### config.mk
export PLATFORM = sky130hd
export DESIGN_NAME = avg_out_fifo
export DESIGN_NICKNAME = d
export VERILOG_FILES = /design/src/rtl/avg_out_fifo.sv
export SDC_FILE = /design/constraint.sdc
export NUM_CORES = 1
export LEC_CHECK = 0
export CELL_PAD_IN_SITES_DETAIL_PLACEMENT = 1
export CELL_PAD_IN_SITES_GLOBAL_PLACEMENT = 2
export CORE_ASPECT_RATIO = 0.6
export CORE_MARGIN = 3
export CORE_UTILIZATION = 43
export CTS_CLUSTER_SIZE = 30
export DETAILED_ROUTE_END_ITERATION = 10
export GPL_TIMING_DRIVEN = 0
export PLACE_DENSITY_LB_ADDON = 0.1
export SLEW_MARGIN = 15
export SYNTH_ARGS = -nofsm -noshare
export SYNTH_HDL_FRONTEND = slang
export SYNTH_SLANG_ARGS = --single-unit
### constraint.sdc
create_clock -name clk -period 2.73 [get_ports clk]
set_clock_uncertainty 0.15 [all_clocks]
set_input_delay 0.4095 -clock clk [delete_from_list [all_inputs] [get_ports clk]]
set_output_delay 0.4095 -clock clk [all_outputs]
set_load 0.02 [all_outputs]
### src/rtl/avg_out_fifo.sv
// rtl/avg_out_fifo.sv - first-word-fall-through output buffer behind avg, never back-pressures its input
// Define AVG_OUT_FIFO_DROP_OLD_EN to overwrite the oldest word on overflow instead of dropping the newest.
module avg_out_fifo #(
    parameter int DW    = 16,
    parameter int DEPTH = 16,
    parameter int CW    = $clog2(DEPTH + 1)
) (
    input  logic          clk,
    input  logic          reset,
    input  logic          in_valid,
    input  logic [DW-1:0] in_data,
    output logic          out_valid,
    input  logic          out_ready,
    output logic [DW-1:0] out_data,
    output logic [CW-1:0] count,
    output logic          full,
    output logic          empty,
    output logic          overflow,
    input  logic          clr_ovf
);

    localparam int AW = $clog2(DEPTH);

    logic [DW-1:0] mem [DEPTH];
    logic [AW-1:0] wr_ptr;
    logic [AW-1:0] rd_ptr;
    logic [CW-1:0] count_q;
    logic          overflow_q;

    logic pop;
    logic push;
    logic ovf_evt;
    logic wr_en;
    logic rd_adv;

    // Flags come only from registered count, so in_valid has no path to them.
    assign full      = (count_q == CW'(DEPTH));
    assign empty     = (count_q == '0);
    assign count     = count_q;
    assign overflow  = overflow_q;
    assign out_valid = !empty;
    assign out_data  = mem[rd_ptr];

    assign pop     = out_valid && out_ready;
    assign push    = in_valid && (!full || pop);
    assign ovf_evt = in_valid && full && !pop;

`ifdef AVG_OUT_FIFO_DROP_OLD_EN
    // Overwrite the head slot and advance both pointers; count stays at DEPTH.
    assign wr_en  = push || ovf_evt;
    assign rd_adv = pop || ovf_evt;
`else
    assign wr_en  = push;
    assign rd_adv = pop;
`endif

    always_ff @(posedge clk) begin
        if (wr_en) begin
            mem[wr_ptr] <= in_data;
        end
    end

    always_ff @(posedge clk or posedge reset) begin
        if (reset) begin
            wr_ptr <= '0;
            rd_ptr <= '0;
        end else begin
            if (wr_en) begin
                wr_ptr <= wr_ptr + AW'(1);
            end
            if (rd_adv) begin
                rd_ptr <= rd_ptr + AW'(1);
            end
        end
    end

    always_ff @(posedge clk or posedge reset) begin
        if (reset) begin
            count_q <= '0;
        end else if (push && !pop) begin
            count_q <= count_q + CW'(1);
        end else if (pop && !push) begin
            count_q <= count_q - CW'(1);
        end
    end

    // A new overflow event takes priority over a same-cycle clear.
    always_ff @(posedge clk or posedge reset) begin
        if (reset) begin
            overflow_q <= 1'b0;
        end else if (ovf_evt) begin
            overflow_q <= 1'b1;
        end else if (clr_ovf) begin
            overflow_q <= 1'b0;
        end
    end

endmodule

==> flow_summary.yaml <==
clocking:
  cts-root-buf: "clkbuf_16"
  tritoncts: "built"
  numClockSinks: 270
  cts_buffer_depth: 3
  cts_htree_levels: 1
  numCtsBuffers: 26
  clock_latency_ps: 540
  hold_buffers: 0
  clk_pin_slew_ps: 70
critical_path:
  worstPathRequired_ps: 2170
  timing.critical_path.to_type: "primary output"
  slowest_delay_ps: 520
  critical_path_class: "reg -> out"
  cp.arrival_ps: 2310
  worstPathCellList: "buf_6, buf_12, mux4_2, a22oi_1, nand2_1, buf_4"
  crit_path_max_fanout: 10
  critical_path.startpoint_type: "register"
  slowest_stage: "mux4_2"
final_layout:
  stdcell_count: 1001
  final_cell_mix: "edfxtp_1 (256), mux2i_1 (45), mux4_2 (32)"
  layout_commonest_cell: "edfxtp_1"
  design.final.nets: 690
  fill_cells: 2144
  drive_gt1_share_pct: 35.3
  antennaDiodeCount: 0
  syn2layout_area_growth_pct: 25.5
drt:
  vias_per_cell: 5.65
  wl_mm: 27.8
  dr.pass1.iters: 4
  ant_nets: 0
  route.detailed.drc: 0
  via_count: 5660
  drtIter0Drc: 381
  wl_per_cell_um: 27.8
power_and_ir_drop:
  power_density_mw_per_mm2: 1150
  p_leak_nw: 4.61
  ir_drop_uv: 597
synth:
  syn_area_per_cell_um2: 19.7
  ys.flop_type: "edfxtp_1"
  ys_ff_latch: 270
  synth_fp_nets: 587
  synth_cell_types: 42
  synth_cells: 556
  synth_async_sr_flop_share_pct: 5.19
  seq_area_frac_synth_pct: 73.4
  syn_area_mm2: 0.0109
  ys.warnings.count: 0
  synth-edff-count: 256
outcome:
  outcome: "finished, violations left"
  violations: "negative setup slack"
timing:
  worstMarginPinSlew_ps: 820
  fin_crit_ps: 2870
  max_freq_mhz: 349
  finalHoldViolCount: 0
  setup_ws_ps: -136
  max_slew_margin_pct: 45.2
  rsz0062_at_grt: "true"
  slew_viol_final: 0
  finalCritPeriodShare_pct: 105
  setup_viol: 16
floorplan:
  dieArea_mm2: 0.0275
  die_y_um: 130
  start_util_pct: 44.5
  die_w_um: 212
  io_pins: 46
  core.rowCount: 44
  core_region_area_mm2: 0.0246
global_route:
  grt_pass1_vias: 6002
  grt_pass1_wl_mm: 40.4
  overflow: 0
  grt_antenna_before_repair: 0
  grt_max_degree: 17
  grt_use_total_pct: 20.6
place:
  place_ws_ps: -482
  place_congestion: 0.741
  dp.cells: 935
  hpwlAfterDp_mm: 17.5
  port_buffers: 45
min_path:
  min_path_type: "in -> async"
flow_run:
  maxCapViolCount: 0
## logic make-up after synthesis
| logic type | Yosys count | synth area share (%) |
|---|---|---|
| compound gates | 73 | 6.74 |
| xor+xnor | 10 | 0.800 |
| fa+ha+maj | 10 | 1.21 |
| buf+inv | 41 | 2.75 |
| flops | 270 | 73.4 |
| mux | 99 | 12.7 |
| simple gates | 53 | 2.33 |
## final cells by class
type                            count  area (µm²)  share of cell area, %
Clock buffer                       38         757                   5.51
Sequential cell                   270        8040                   58.5
Tap cell                          322         403                   2.93
Timing Repair Buffer               76         892                   6.49
Clock inverter                     10         104                  0.756
Multi-Input combinational cell    245        3140                   22.9
Inverter                           10        37.5                  0.273
Buffer                             30         363                   2.64
## cell usage after synthesis, types with 2 or more instances
cell type	n	area (µm²)
buf_4	6	45.0
xnor2_1	9	78.8
nor2_1	14	52.6
ha_1	9	113
a21o_1	2	15.0
nand2b_1	2	12.5
buf_12	2	40.0
dfrtp_1	14	350
buf_8	2	30.0
a221oi_2	30	450
a221oi_1	2	17.5
a21oi_1	2	10.0
inv_1	8	30.0
nor3_1	4	20.0
nand4_1	2	12.5
clkbuf_1	3	11.3
buf_2	4	20.0
buf_6	8	90.1
nand2_1	24	90.1
mux2i_1	65	651
o21ai_0	18	90.1
edfxtp_1	256	7690
a22oi_1	16	120
mux4_2	32	721
nand2_2	2	12.5
buf_1	4	15.0
## critical path: cells and delay by family, from the launching register on
family,cells,cell delay (ps)
AOI/OAI and AO/OA,1,200
buffers and inverters,3,550
DFF,1,380
muxes,1,520
and+or+nand+nor,1,110
## timing repair
item | CTS | global route
pin swaps | 39 | 4
cloned | 1 | 1
setup endpoints to repair | 21 | 17
setup buffers | 16 | 1
gates resized for setup | 180 | 23
## stage by stage
| step | util [%] | power, mW | hold WS (ps) | area, µm² | setup TNS (ps) |
|---|---|---|---|---|---|
| finish | 55.8 | 15.8 | 92.4 | 13700 | -1720 |
| global route | 55.8 | 16.5 | 154 | 13700 | -3400 |
| CTS | 55.3 | 15.7 | 101 | 13600 | -1870 |
| detailed placement | 49.3 | 11.0 | 410 | 12100 | -58340 |
| global placement | 48.1 | 10.6 | 375 | 11800 | -260080 |
| floorplan | - | 8.83 | 149 | 11000 | 0 |
## worst paths after layout
kind / cells past startpoint / slack [ps] / from / endpoint
max: 6 / -140 / rd_ptr[0] / out_data[11]
min in group clk: 2 / 310 / clr_ovf / overflow
max reg2reg: 11 / 120 / count[2] / count[4]
min reg2reg: 2 / 420 / overflow / overflow
max in group asynchronous: 2 / 1900 / reset / count[0]
min: 2 / 90 / reset / count[4]
## routing by layer
metal	global-route usage [%]	vias to the layer above	part of all wire (%)	wire length, µm
met1	30.8	2998	48	13200
met2	32.7	134	46	12900
met3	3.27	34	4.3	1210
li1	-	2494	-	-
met4	3.74	0	1.7	464
met5	0	-	0	0
## flip-flops by register name, indices dropped and copies added (netlist names)
signal,flops
count,5
mem,256
overflow,1
rd_ptr,4
wr_ptr,4
## power by group
group,switching (mW),internal (mW),total (mW),leakage [nW]
clock,1.54,2.11,3.65,0.430
sequential,0.191,5.04,5.23,2.48
combinational,3.80,3.12,6.92,1.71
total,5.53,10.3,15.8,4.61
Note: power is estimated with default switching activity, not from simulation.
